### src/rtl/inst_fetch_unit.sv
// Instruction fetch stage: single-outstanding imem requests, a one-entry
// instruction buffer for ID, and redirect/flush that kills stale responses.
module inst_fetch_unit #(
  parameter int                    ADDR_WIDTH = 32,
  parameter logic [ADDR_WIDTH-1:0] PC_RESET   = '0
) (
  input  logic                  clk,
  input  logic                  rst,
  input  logic                  if_rst,
  input  logic                  if_en,
  output logic                  if_valid,
  output logic [31:0]           inst,
  output logic [ADDR_WIDTH-1:0] inst_pc,
  input  logic                  redirect_en,
  input  logic [ADDR_WIDTH-1:0] redirect_pc,
  output logic                  imem_req,
  output logic [ADDR_WIDTH-1:0] imem_addr,
  input  logic                  imem_gnt,
  input  logic                  imem_rvalid,
  input  logic [31:0]           imem_rdata,
  output logic                  fetch_busy
);

  typedef enum logic {S_IDLE, S_WAIT} state_t;

  localparam logic [ADDR_WIDTH-1:0] ALIGN_MASK = ~ADDR_WIDTH'(3);

  state_t                state, state_n;
  logic [ADDR_WIDTH-1:0] pc, pc_n;
  logic [ADDR_WIDTH-1:0] inst_pc_n;
  logic [31:0]           inst_n;
  logic                  if_valid_n;
  logic                  kill, kill_n;
  logic                  consume, buf_free, flush;
  logic [ADDR_WIDTH-1:0] flush_pc;

  assign consume    = if_en & if_valid;
  assign buf_free   = ~if_valid | consume;
  assign flush      = if_rst | redirect_en;
  assign flush_pc   = if_rst ? (PC_RESET & ALIGN_MASK) : (redirect_pc & ALIGN_MASK);
  assign imem_req   = (state == S_IDLE) & buf_free & ~flush & rst;
  assign imem_addr  = pc;
  assign fetch_busy = (state == S_WAIT) & rst;

  // A flush never abandons an in-flight handshake: it marks the response
  // as killed so the data is dropped when rvalid finally arrives.
  always_comb begin
    state_n    = state;
    pc_n       = pc;
    kill_n     = kill;
    if_valid_n = if_valid;
    inst_n     = inst;
    inst_pc_n  = inst_pc;
    if (flush) begin
      pc_n       = flush_pc;
      if_valid_n = 1'b0;
      if (state == S_WAIT) begin
        if (imem_rvalid) begin
          state_n = S_IDLE;
          kill_n  = 1'b0;
        end else begin
          kill_n  = 1'b1;
        end
      end
    end else begin
      if (consume) begin
        if_valid_n = 1'b0;
      end
      case (state)
        S_IDLE: begin
          if (imem_req && imem_gnt) begin
            state_n = S_WAIT;
            kill_n  = 1'b0;
          end
        end
        S_WAIT: begin
          if (imem_rvalid) begin
            state_n = S_IDLE;
            kill_n  = 1'b0;
            if (!kill) begin
              inst_n     = imem_rdata;
              inst_pc_n  = pc;
              if_valid_n = 1'b1;
              pc_n       = pc + ADDR_WIDTH'(4);
            end
          end
        end
        default: state_n = S_IDLE;
      endcase
    end
  end

  always_ff @(posedge clk) begin
    if (!rst) begin
      state    <= S_IDLE;
      pc       <= PC_RESET & ALIGN_MASK;
      kill     <= 1'b0;
      if_valid <= 1'b0;
      inst     <= '0;
      inst_pc  <= '0;
    end else begin
      state    <= state_n;
      pc       <= pc_n;
      kill     <= kill_n;
      if_valid <= if_valid_n;
      inst     <= inst_n;
      inst_pc  <= inst_pc_n;
    end
  end

endmodule

### config.mk
export PLATFORM = sky130hd
export DESIGN_NAME = inst_fetch_unit
export DESIGN_NICKNAME = d
export VERILOG_FILES = /design/src/rtl/inst_fetch_unit.sv
export SDC_FILE = /design/constraint.sdc
export NUM_CORES = 1
export LEC_CHECK = 0
export CAP_MARGIN = 15
export CELL_PAD_IN_SITES_DETAIL_PLACEMENT = 0
export CELL_PAD_IN_SITES_GLOBAL_PLACEMENT = 1
export CORE_ASPECT_RATIO = 0.9
export CORE_MARGIN = 8
export CORE_UTILIZATION = 28
export CTS_BUF_LIST = sky130_fd_sc_hd__clkbuf_8 sky130_fd_sc_hd__clkbuf_16
export DETAILED_ROUTE_END_ITERATION = 8
export HOLD_SLACK_MARGIN = 0.08
export PLACE_DENSITY_LB_ADDON = 0.15
export REMOVE_ABC_BUFFERS = 1
export SLEW_MARGIN = 0
export SYNTH_ARGS = -nofsm -noshare
export SYNTH_HDL_FRONTEND = slang
export SYNTH_SLANG_ARGS = --single-unit
export TNS_END_PERCENT = 50
### constraint.sdc
create_clock -name clk -period 1.6 [get_ports clk]
set_input_delay 0.4 -clock clk [delete_from_list [all_inputs] [get_ports clk]]
set_output_delay 0.4 -clock clk [all_outputs]
set_load 0.03 [all_outputs]
# Word-level counts from Yosys, hierarchy flattened
# Index checks and enable logic that the tools add are counted.
[totals]
elab_cells = 49
mem_bits_rw = 0
latchBits = 0
mem_count = 0
mem_bits_ro = 0
output_inout_bits = 99
ff_bits = 99
[classes]
n_reduce_logical = 7
shifts = 0
n_mul = 0
div_mod_pow = 0
magnitude_cmp = 0
addsub = 1
mux = 19
eq_ne = 4
n_bitwise = 12
[op_table]
columns = ["operator", "count"]
rows = [
  ["$mux 32", 5],
  ["$add 32x3->32 const B", 1],
  ["$mux 1", 12],
  ["$ne 3x2->1 const B", 2],
  ["$reduce_and 3->1", 2],
  ["$and 1x1->1", 5],
  ["$not 1->1", 5],
  ["$pmux 1 s2", 2],
  ["$reduce_and 4->1", 1],
  ["$reduce_bool 2->1", 2],
  ["$ne 2x1->1 const B", 1],
  ["$ne 2x2->1 const B", 1],
  ["$or 1x1->1", 2],
  ["$reduce_or 2->1", 1],
  ["$logic_and 1x1->1", 1],
]

# Longest topological paths before layout
[logic_depth]
word_depth = 9
mapped_depth = 7
ltp_nobuf = 6

# Least setup slack after synthesis
# OpenSTA, ideal clock, no wires.
[synth_path]
kind = "input -> register"
start = "input redirect_en"
end = "register kill"
setup_time_ns = 0.118
required_time_ns = 1.482
arrival_time_ns = 1.901
path_slack_ns = -0.419
stages = 5
cell_sequence = "or3b_1 > nor3_1 > nand2_1 > a22oi_1 > nor2_1"
[synth_between]
elab_chain_len = 7
word_cells_on_any_way = 10
classes_between = "eq/ne (3); mux (1); bitwise (4); reduce/logical (2)"
[synth_lines]
columns = ["element", "line_no", "source"]
rows = [
  ["start: declaration", "14", "input logic redirect_en,"],
  ["$or 1x1->1", "39", "assign flush = if_rst | redirect_en;"],
  ["$not 1->1 (no line)", "-", ""],
  ["$and 1x1->1 (2 in series)", "41", "assign imem_req = (state == S_IDLE) & buf_free & ~flush & rst;"],
  ["net imem_req", "16", "output logic imem_req,"],
  ["$logic_and 1x1->1", "71", "if (imem_req && imem_gnt) begin"],
  ["$ne 3x2->1 (no line)", "-", ""],
  ["$reduce_and 3->1 (no line)", "-", ""],
  ["end signal: assignment", "104", "kill <= kill_n;"],
  ["end: declaration", "33", "logic kill, kill_n;"],
]
# The timed path passes the listed nets, and every way through them passes these cells.
# A chain may end at the register's enable or synchronous reset.

# Worst setup path in the final report
[layout_path]
start = "register pc[3] (netlist: imem_addr[3])"
end = "register pc[31] (netlist: imem_addr[31])"
[layout_between]
elab_chain_len = 5
[layout_lines]
columns = ["element", "line_no", "source"]
rows = [
  ["start: declaration", "29", "logic [ADDR_WIDTH-1:0] pc, pc_n;"],
  ["start signal: assignment", "96", "pc <= PC_RESET & ALIGN_MASK;"],
  ["start signal: assignment", "103", "pc <= pc_n;"],
  ["$add 32x3->32", "84", "pc_n = pc + ADDR_WIDTH'(4);"],
  ["$mux 32", "80", "if (!kill) begin"],
  ["$mux 32", "77", "if (imem_rvalid) begin"],
  ["$mux 32", "69", "case (state)"],
  ["$mux 32", "54", "if (flush) begin"],
]
# No other way between the ends. The select of a mux whose other input is x is not followed.

==> results by group <==
Status
  – Status: complete, but fails checks
  – Failing checks: setup timing

Route
  – Starting DRT DRC Count: around 230
  – Final ANT Viol Nets: 0
  – Vias per cell: 4.676
  – First-pass iteration count of the detailed router: 4
  – Post-DR wirelength/cell: 16.03 um
  – Total wire length: approximately 16000 um
  – Via count: 4540
  – Residual DRC count: 0

Job
  – Max_cap viols: 0

Timing
  – Maximum clock rate: 616.9 MHz
  – Final Hold Viols: 0
  – Setup violations, final: 3
  – Period Utilization, post-route: 1.013
  – Max Slew Vio Count: 0
  – PnR worst setup slack: -20.97 ps
  – Setup tns final: -44.19 ps
  – Final Critical Period: ~1600 ps
  – Clk_skew: between 7 and 8 ps
  – RSZ-0062 raised after global routing: true
  – Hold slack: 348.2 ps

Synthesis
  – Synthesis warning total: 0
  – Post-synthesis sequential area ratio: 0.4322
  – Post-synth ARST share: 0
  – Netlist Area Pre-Place: roughly 4400 um2
  – Cells after Synth: about 540
  – Yosys reg bits: between 90 and 100
  – Synth cell types: 54
  – EDFF count, synth: 0
  – Syn Area/Cell: 8.089 um2
  – Primary FF master, synth: dfxtp_1

Critical path
  – Critical-path top delay cell: dfxtp_4
  – Worst setup SP type: flip-flop
  – CP cell instances: buf_6, and4_4, nor4b_4, buf_6, nand3_2, mux2i_2, a211oi_2
  – Path type of the worst setup path: reg2reg
  – WP buf/inv: 2
  – Slowest stage delay, CP: 370 ps
  – Worst path top cell family by delay: simple AND/OR/NAND/NOR gates
  – Crit-path max FO: 5
  – Crit-path most repeated cell: buf_6
  – CP endpoint kind: flip-flop
  – CP Data Required Time: between 1500 and 2000 ps
  – Critical path arrival: approximately 1900 ps

Power and ir drop
  – Max IR drop VDD: ~0.00060 V
  – Power per cell area: 748.8 nW/um2
  – LEAKAGE: just under 3 nW

Clock tree
  – Clock Path Buffers: 2
  – CTS tree: built
  – Reg clk slew, reported paths: about 60 ps
  – Htree depth: 3
  – Worst skew pair latency: approximately 350 ps
  – CTS Hold Bufs: 0
  – CTS Root Cell: clkbuf_16
  – Num CTS Buffers: 9
  – CTS sink cnt: 95

Global route
  – Initial antenna violation count: 0
  – Number of global-route vias before repair: between 4000 and 5000
  – Total Routing Usage GR: 0.1547
  – First-pass GRT wire length: roughly 25000 um
  – Pin count of the biggest net entering global routing: 51
  – Total grt overflow: 0

Placement
  – Buffers on Ports: between 150 and 200
  – Post-DP HPWL: around 11000 um
  – Gpl congestion: around 0.82

Die
  – Initial Util: 0.2860
  – IO Count: 170
  – Die ar.: about 20000 um2
  – Core Region: around 15000 um2
  – Die height: about 130 um
  – Die width: 148.1 um
  – Std cell rows: between 40 and 50

Final layout
  – Final #Nets: about 840
  – Area Overhead vs Synth: 63.35%
  – Fillcell total: about 1500
  – Layout cells sized above 1: 0.2148

Min path
  – Tightest Hold Check Type: in2reg
==> kinds of logic after synthesis <==
| kind of cell | share of synthesized area |
|---|---|
| AND/OR/NAND/NOR | 0.2553 |
| multiplexers | 0.01166 |
| XOR/XNOR | 0.02190 |
| AO/OA/AOI/OAI | 0.2289 |
| adder cells (fa/ha/maj) | 0.002843 |
| buffers and inverters | 0.04635 |
| flip-flops | 0.4322 |
| other | 0.0008522 |
==> report_power, final <==
group	leakage [nW]	internal (mW)	switching [mW]
sequential	0.772	2.39	0.0191
clock	0.163	1.42	0.958
combinational	2.03	0.321	0.278
total	2.96	4.13	1.26
==> cells in the final DEF (no fill, tap or decap), types with 4 or more instances in the layout <==
cell type        instances
and3_1                   8
conb_1                   4
buf_12                  11
a21oi_1                 25
o21ai_0                 22
nor3_1                  17
buf_4                   86
a21boi_1                13
dlygate4sd2_1           70
inv_1                    7
nand2_1                148
a21boi_0                50
dfxtp_1                 85
clkbuf_16                9
nand3_1                  4
nand4_1                 14
buf_6                    7
clkdlybuf4s50_1         63
a22oi_1                  4
nor2_1                  15
a211oi_1                 5
dfxtp_2                  8
xor2_1                   9
a211oi_2                 5
and2_1                   4
==> cells in the mapped netlist (2+ instances only) <==
cell type	instances	area, um2
a21boi_1	13	97.59
nor2b_1	4	25.02
xnor2_1	2	17.52
nor3_1	19	95.09
a31oi_1	3	18.77
nand4_1	14	87.58
a211oi_1	6	45.04
buf_4	6	45.04
a211oi_2	4	50.05
inv_1	7	26.28
nand2b_1	2	12.51
o21ai_0	22	110.1
a21boi_0	50	375.4
nor2_2	2	12.51
nand2_1	149	559.3
and3_1	8	50.05
a22oi_1	4	30.03
o221ai_1	2	17.52
and2_1	5	31.28
a311oi_1	2	17.52
nand3_1	7	35.03
nor2_1	15	56.30
a32o_1	4	40.04
o21a_1	2	15.01
o21ai_1	2	10.01
clkbuf_1	22	82.58
a21oi_1	27	135.1
buf_2	9	45.04
mux2i_1	4	40.04
and4_1	2	17.52
dfxtp_1	95	1902
xor2_1	9	78.83
==> metal layers <==
layer / GRT usage / routed length [um]
met5: 0 / 0
met1: 0.1919 / 7096
met4: 0.03452 / 158
met2: 0.2435 / 6979
met3: 0.06622 / 1334
==> final timing paths <==
kind / from / endpoint / slack [ps] / depth (start not counted)
worst max-delay path: imem_addr[3] / imem_addr[31] / -20 / 7
worst min register to register: inst_pc[9] / inst_pc[9] / 450 / 2
worst max register to register: imem_addr[3] / imem_addr[31] / -20 / 7
worst min-delay path: if_rst / if_valid / 350 / 3
==> final cells by class <==
class / count / area [um2] / share of cell area
Multi-Input combinational cell: 407 / 2407 / 0.3349
Timing Repair Buffer: 243 / 2250 / 0.3130
Sequential cell: 95 / 1919 / 0.2670
Tap cell: 202 / 252.7 / 0.03516
Clock buffer: 10 / 239.0 / 0.03325
Clock inverter: 6 / 91.34 / 0.01271
Inverter: 7 / 26.28 / 0.003655
Antenna cell: 1 / 2.502 / 0.0003481
==> state kept, by name, summed over array words and instances, names as in the netlist <==
register and flops:
inst 32, imem_addr 30, inst_pc 30, if_valid 1, kill 1, state 1
==> per-stage QoR <==
step	util	power [mW]	instance area [um2]	setup slack (ps)	instances
global route	0.4670	5.624	7186	-83.11	970
global placement	0.4409	3.051	6784	-487.9	953
CTS	0.4595	5.483	7071	-52.49	969
detailed placement	0.4409	3.055	6784	-522.2	953
finish	0.4671	5.382	7188	-20.97	971
floorplan	-	2.664	4234	-709.4	509
==> worst min-delay path: cells and delay by family <==
| kind | cells | cell delay [ps] |
|---|---|---|
| simple gates | 2 | 180 |
| buf+inv | 1 | 70 |
==> what timing repair did <==
item                       CTS  global route
setup endpoints to repair  114            66
pin swaps                    8            10
setup buffers                0             1
gates cloned                 0             0
resized for setup          103            29
(Power assumes the default switching activity.)
